--- src/rtl/axil_cmd_master.sv ---
// Single-outstanding AXI-Lite master: converts a simple command/response
// handshake into AXI-Lite write (AW+W+B) or read (AR+R) transactions.
module axil_cmd_master #(
  parameter int ADDR_W  = 32,
  parameter int DATA_W  = 64,
  parameter int TIMEOUT = 1024
) (
  input  logic                clk,
  input  logic                rstn,
  input  logic                cmd_valid,
  output logic                cmd_ready,
  input  logic                cmd_write,
  input  logic [ADDR_W-1:0]   cmd_addr,
  input  logic [DATA_W-1:0]   cmd_wdata,
  output logic                rsp_valid,
  input  logic                rsp_ready,
  output logic                rsp_write,
  output logic [DATA_W-1:0]   rsp_rdata,
  output logic [1:0]          rsp_resp,
  output logic                m_awvalid,
  input  logic                m_awready,
  output logic [ADDR_W-1:0]   m_awaddr,
  output logic                m_wvalid,
  input  logic                m_wready,
  output logic [DATA_W-1:0]   m_wdata,
  output logic [DATA_W/8-1:0] m_wstrb,
  input  logic                m_bvalid,
  output logic                m_bready,
  input  logic [1:0]          m_bresp,
  output logic                m_arvalid,
  input  logic                m_arready,
  output logic [ADDR_W-1:0]   m_araddr,
  input  logic                m_rvalid,
  output logic                m_rready,
  input  logic [DATA_W-1:0]   m_rdata,
  input  logic [1:0]          m_rresp,
  output logic                busy,
  output logic                timeout_err,
  output logic [31:0]         wr_count,
  output logic [31:0]         rd_count
);

  typedef enum logic [2:0] {IDLE, WR, WR_B, RD_A, RD_R, RSP} state_t;

  localparam int CW = $clog2(TIMEOUT + 1);
  localparam logic [CW-1:0] TMO    = CW'(TIMEOUT);
  localparam logic [CW-1:0] TMO_M1 = CW'(TIMEOUT - 1);

  state_t            state;
  logic [ADDR_W-1:0] addr_q;
  logic [DATA_W-1:0] wdata_q;
  logic              aw_done, w_done;
  logic [CW-1:0]     wait_cnt;

  logic aw_hs, w_hs, b_hs, ar_hs, r_hs, any_hs, waiting;

  assign cmd_ready = rstn && (state == IDLE);
  assign rsp_valid = (state == RSP);
  assign busy      = (state != IDLE);
  assign m_awaddr  = addr_q;
  assign m_araddr  = addr_q;
  assign m_wdata   = wdata_q;
  assign m_wstrb   = '1;

  always_comb begin
    aw_hs   = m_awvalid && m_awready;
    w_hs    = m_wvalid && m_wready;
    b_hs    = m_bvalid && m_bready;
    ar_hs   = m_arvalid && m_arready;
    r_hs    = m_rvalid && m_rready;
    any_hs  = aw_hs || w_hs || b_hs || ar_hs || r_hs;
    waiting = (state == WR) || (state == WR_B) || (state == RD_A) || (state == RD_R);
  end

  always_ff @(posedge clk) begin
    if (!rstn) begin
      state       <= IDLE;
      addr_q      <= '0;
      wdata_q     <= '0;
      aw_done     <= 1'b0;
      w_done      <= 1'b0;
      m_awvalid   <= 1'b0;
      m_wvalid    <= 1'b0;
      m_bready    <= 1'b0;
      m_arvalid   <= 1'b0;
      m_rready    <= 1'b0;
      rsp_write   <= 1'b0;
      rsp_rdata   <= '0;
      rsp_resp    <= '0;
      wait_cnt    <= '0;
      timeout_err <= 1'b0;
      wr_count    <= '0;
      rd_count    <= '0;
    end else begin
      // Every state change out of a waiting state coincides with a handshake,
      // so clearing on handshake also covers "clear on entry".
      if (!waiting || any_hs) begin
        wait_cnt <= '0;
      end else if (wait_cnt != TMO) begin
        wait_cnt <= wait_cnt + 1'b1;
        if (wait_cnt == TMO_M1) timeout_err <= 1'b1;
      end

      case (state)
        IDLE: begin
          if (cmd_valid) begin
            addr_q  <= cmd_addr;
            wdata_q <= cmd_wdata;
            aw_done <= 1'b0;
            w_done  <= 1'b0;
            if (cmd_write) begin
              m_awvalid <= 1'b1;
              m_wvalid  <= 1'b1;
              state     <= WR;
            end else begin
              m_arvalid <= 1'b1;
              state     <= RD_A;
            end
          end
        end
        WR: begin
          if (aw_hs) begin
            m_awvalid <= 1'b0;
            aw_done   <= 1'b1;
          end
          if (w_hs) begin
            m_wvalid <= 1'b0;
            w_done   <= 1'b1;
          end
          if ((aw_done || aw_hs) && (w_done || w_hs)) begin
            m_bready <= 1'b1;
            state    <= WR_B;
          end
        end
        WR_B: begin
          if (m_bvalid) begin
            m_bready  <= 1'b0;
            rsp_resp  <= m_bresp;
            rsp_rdata <= '0;
            rsp_write <= 1'b1;
            state     <= RSP;
          end
        end
        RD_A: begin
          if (m_arready) begin
            m_arvalid <= 1'b0;
            m_rready  <= 1'b1;
            state     <= RD_R;
          end
        end
        RD_R: begin
          if (m_rvalid) begin
            m_rready  <= 1'b0;
            rsp_rdata <= m_rdata;
            rsp_resp  <= m_rresp;
            rsp_write <= 1'b0;
            state     <= RSP;
          end
        end
        RSP: begin
          if (rsp_ready) begin
            if (rsp_write) wr_count <= wr_count + 32'd1;
            else           rd_count <= rd_count + 32'd1;
            state <= IDLE;
          end
        end
        default: state <= IDLE;
      endcase
    end
  end

endmodule
--- config.mk ---
export PLATFORM = sky130hd
export DESIGN_NAME = axil_cmd_master
export DESIGN_NICKNAME = d
export VERILOG_FILES = /design/src/rtl/axil_cmd_master.sv
export SDC_FILE = /design/constraint.sdc
export NUM_CORES = 1
export LEC_CHECK = 0
export ABC_AREA = 1
export CAP_MARGIN = 10
export CORE_AREA = 5 5 173 175
export CTS_BUF_LIST = sky130_fd_sc_hd__clkbuf_4
export DETAILED_ROUTE_END_ITERATION = 16
export DIE_AREA = 0 0 178 180
export PLACE_DENSITY = 0.73
export RECOVER_POWER = 25
export SYNTH_ARGS = -nofsm -noshare
export SYNTH_HDL_FRONTEND = slang
export SYNTH_SLANG_ARGS = --single-unit
--- constraint.sdc ---
create_clock -name clk -period 2.1 [get_ports clk]
set_clock_uncertainty 0.05 [all_clocks]
set_input_delay 0.42 -clock clk [delete_from_list [all_inputs] [get_ports clk]]
set_output_delay 0.42 -clock clk [all_outputs]
set_load 0.1 [all_outputs]
---- Yosys cells after proc, flatten, opt, wreduce, memory -nomap -nowiden ----
Cells that the tools add are included.
word-level totals
  word-level logic and storage cells ...... 116
  bits in registers ....................... 249
  output and inout port bits .............. 276
  input port bits ......................... 174
cells by class
  bitwise logic cells ..................... 3
  equal/unequal tests ..................... 17
  mux-type cells .......................... 37
  add/sub/neg operators ................... 3
  reductions and logical operators ........ 39
operators by type and width
  cell                   number
  $mux 64                2
  $pmux 64 s2            1
  $add 32x1->32 const B  2
  $reduce_and 3->1       8
  $mux 3                 6
  $pmux 3 s6             1
  $ne 2x2->1 const B     8
  $pmux 1 s2             8
  $mux 1                 15
  $reduce_and 4->1       3
  $add 11x1->11 const B  1
  $eq 11x10->1 const B   1
  $ne 11x11->1 const B   1
  $logic_or 1x1->1       10
  $reduce_bool 2->1      5
  $logic_and 1x1->1      7
  $eq 3x2->1 const B     2
  $eq 3x3->1 const B     2
  $mux 2                 3
  $reduce_and 6->1       1
  $ne 2x1->1 const B     2
  $pmux 2 s2             1
  $eq 3x1->1 const B     1
  $logic_not 3->1        1
  5 further kinds        7

---- Depth between registers and ports, before layout ----
Gate-level depths: netlist of run 1.
  depth after elaboration ................. 8
  mapped depth ............................ 11
  mapped depth without buffers ............ 9

---- Least setup slack after synthesis of run 1 ----
No wires, ideal clock.
  kind .................................... input -> output
  from .................................... input rstn
  to ...................................... output cmd_ready
  data required time ...................... 1.630 ns
  stages .................................. 5
  data arrival time ....................... 2.345 ns
  setup slack ............................. -0.715 ns
  path buffers ............................ 3
  cell sequence ........................... buf_2 -> inv_1 -> clkbuf_1 -> clkbuf_1 -> nor2_1
on the way
  word-level cells in the longest chain between the ends .. 1
ends and longest elaborated chain
  item                line  text
  start: declaration  9     input logic rstn,
  $logic_and 1x1->1   57    assign cmd_ready = rstn && (state == IDLE);
  end: declaration    11    output logic cmd_ready,
No other way between the ends.

---- Worst setup path in the final report of run 1 ----
  from .................................... register state[2]
  to ...................................... output cmd_ready
on the way
  word-level cells in the longest chain between the ends .. 2
ends and longest elaborated chain
  item                      line  text
  start: declaration        49    state_t state;
  start signal: assignment  77    state <= IDLE;
  start signal: assignment  114   state <= WR;
  start signal: assignment  117   state <= RD_A;
  $logic_not 3->1           57
  $logic_and 1x1->1         57
No other way between the ends.

==> metrics.md, run 1 <==
| Metric | Value |
|---|---|
| Final Power | `0.0231 W` |
| Total CTS buffers | `70` |
| Antenna-violating nets left | `0` |
| Crit path cell chain | `buf_6 -> nor2_8 -> nand2_8 -> nor2_4 -> buf_12` |
| Syn Inst Count | `1521` |
| I/O Buffers | `about 440` |
| Most frequent cell after synthesis | `nor2_1` |
| Core Util, Final | `a little under three fifths` |
| Status | `completed` |
| Top post-synthesis cells by area | `dfxtp_1 46%, nor2_1 12%, nand2_1 9.4%` |
| Post-synth top flop | `dfxtp_1` |
| DR WL/cell | `around 16 um` |
| Routed WL | `about 38 mm` |
| CTS Buffer Depth | `3` |
| Fraction of registers with async set/reset | `0%` |
| Largest net degree at the start of global routing | `between 150 and 200` |
| Vias | `11500` |
| Finished Layout Cells | `2397` |
| Max-slew violations | `0` |
| Avg Vias per Cell | `a little under 5` |
| Setup TNS | `0 ns` |
| Die H | `approximately 180 um` |
| Global-route wire length before repair | `between 50 and 60 mm` |
| Std cell rows | `62` |
| Share of the yosys chip area belonging to registers | `46.2%` |
| Layout net count | `approximately 2100` |
| Endpoints failing setup | `0` |
| Most common library cells after synthesis | `358 x nor2_1, 270 x nand2_1, 249 x dfxtp_1, 116 x o21ai_0, 107 x nand3_1` |
| Max Cap Viol | `0` |
| Critical Path Fanout Max | `3` |
| Synth top area share | `between 40% and 50%` |
| TritonCTS clock tree | `built` |
| Worst hold path class | `in2reg` |
| Clk sinks | `about 250` |
| RSZ-0062 raised after global routing | `yes` |
| Gp weighted congestion | `between 0.8 and 0.9` |
| Post-route DRC | `0` |
| Post-synthesis average cell area | `between 7 and 8 sq um` |
| Fmax | `between 400 and 500 MHz` |
| Grt ovf | `0` |
| Place WS | `-0.0567 ns` |
| Area Overhead vs Synth | `46.4%` |
| Pre-antenna DRT Iters | `5` |
| Dpl hpwl | `27.9 mm` |
| Vias in the first global route | `between 10000 and 15000` |
| Global Route Usage Sum | `roughly 22%` |
| Die ar. | `32000 sq um` |
| Pwr dens | `1470 nW/um^2` |
| Share of cells above drive strength 1 | `between 20% and 30%` |
| CP Capture Type | `primary output` |
| Initial core utilization | `between 30% and 40%` |
| Synth cell types | `37` |
| Clock Latency Late Sink | `roughly 0.65 ns` |
| Yosys warns | `0` |
| Slowest CP cell | `dfxtp_4` |
| Core Box Area | `28300 sq um` |
| # IOs | `450` |
| Worst Max-Slew Pin Slew | `~0.69 ns` |
| Initial DRC Count | `654` |
| Register clock-pin slew on the reported worst setup and hold paths | `~0.06 ns` |
| CP arrival | `roughly 1.6 ns` |
| Crit path required time | `around 1.6 ns` |
| Post-placement cell count | `2269` |
| Die width | `approximately 180 um` |
| Post-synth EDFFs | `0` |
| Initial antenna violation count | `2` |
| CTS root buf | `clkbuf_4` |
| Tmin final | `2.07 ns` |
| CP Class | `reg2out` |
| Leakage | `around 6.9 nW` |
| Synth Register Bits | `249` |
| Tcrit/Tclk final | `a little over nine tenths` |
| Final Worst Setup Slack | `0.0289 ns` |
| CTS H-tree lvls | `3` |
| Slew margin rel. | `between 50 and 60%` |
| Final Hold Fails | `0` |
| VDD IR max | `about 0.0017 V` |
| Yosys top cell by area | `dfxtp_1` |
| Post-Syn Area | `10800 sq um` |
| Worst setup SP type | `flop` |
| Worst path max stage delay | `about 0.34 ns` |
-- kinds of logic (layout without fill, tap and decap cells) --
group	after synthesis	in the layout	share of synthesized area [%]
and+or+nand+nor	804	804	31.6
other	1	9	0.0348
adders and majority gates	4	4	0.464
xor gates and xnor gates	13	13	1.06
buffers and inverters	220	704	9.76
DFF	249	249	46.2
AOI/OAI and AO/OA	230	230	10.9
-- registers in the layout, summed over array words and instances (netlist names) --
register,count
rsp_rdata,64
w_done,1
state,3
m_araddr,32
m_wdata,64
rsp_write,1
m_wvalid,1
wait_cnt,11
aw_done,1
m_rready,1
m_awvalid,1
m_bready,1
timeout_err,1
wr_count,32
m_arvalid,1
rd_count,32
rsp_resp,2
-- worst max-delay path: cells and delay by family, from the launching register on --
family / cells / cell delay, ns
flip-flops: 1 / 0.34
buffers and inverters: 2 / 0.30
AND/OR/NAND/NOR: 3 / 0.31
-- layer usage --
metal / part of all wire (%) / vias up / global-route usage (%) / wire, um
li1: - / 5762 / - / -
met1: 39 / 5257 / 25.6 / 14700
met2: 49 / 433 / 37.8 / 18600
met3: 9.4 / 71 / 8.13 / 3570
met4: 3.0 / 2 / 8.76 / 1150
met5: 0.018 / - / 0 / 7
-- through the flow --
stage | instance area [sq um] | hold WS, ns
after floorplan | 10800 | 0.385
after global placement | 14800 | 0.391
after detailed placement | 14800 | 0.403
after CTS | 15800 | 0.211
after global routing | 15800 | 0.238
final | 15800 | 0.301
-- where the power goes --
part           switching (W)  internal, W
clock network        0.00205      0.00246
logic                0.00987      0.00264
registers           0.000534      0.00559
total                 0.0125       0.0107
-- worst paths after layout --
check	start	to	slack [ns]	cells past startpoint
max	state[2]$_SDFFE_PN0P_	cmd_ready	0.03	5
min reg2reg	wait_cnt[10]$_SDFFE_PP0P_	wait_cnt[10]$_SDFFE_PP0P_	0.41	2
max reg2reg	state[1]$_SDFFE_PN0P_	rd_count[28]$_SDFFE_PN0P_	0.10	8
min	rstn	rd_count[11]$_SDFFE_PN0P_	0.30	4
-- timing repair --
action	4_1_cts	5_1_grt
endpoints found under the hold margin	0	0
gates resized for setup	10	0
buffers inserted	6	4
hold buffers	0	0
pin swaps	1	3
endpoints found under the setup margin	3	1
-- cells in the final DEF, fill, tap and decap left out, types with 13 or more instances in the layout --
master / netlist / layout
nor2_1: 358 / 360
nand4_1: 28 / 29
buf_4: 49 / 287
o21ai_0: 116 / 116
buf_12: 0 / 16
dfxtp_1: 249 / 234
dfxtp_2: 0 / 13
nand2_1: 270 / 270
a21oi_1: 98 / 98
nand3_1: 107 / 106
clkbuf_4: 0 / 102
inv_1: 103 / 100
clkdlybuf4s50_1: 0 / 172
-- area by class of cell --
cell class / instances / area (sq um)
Fill cell: 2692 / 12500
Sequential cell: 249 / 5010
Multi-Input combinational cell: 1059 / 4770
Timing Repair Buffer: 479 / 4230
Clock buffer: 102 / 766
Tap cell: 384 / 480
Inverter: 108 / 414
Clock inverter: 15 / 119
Antenna cell: 1 / 2.50
Note: power is estimated with default switching activity, not from simulation.
==> run 2: changes to the inputs <==
--- a/config.mk
+++ b/config.mk
@@ -13,6 +13,7 @@
 export DIE_AREA = 0 0 178 180
 export PLACE_DENSITY = 0.73
 export RECOVER_POWER = 25
+export SLEW_MARGIN = 20
 export SYNTH_ARGS = -nofsm -noshare
 export SYNTH_HDL_FRONTEND = slang
 export SYNTH_SLANG_ARGS = --single-unit
==> results of run 2 <==
Final layout, timing and power as in run 1 (identical DEF).
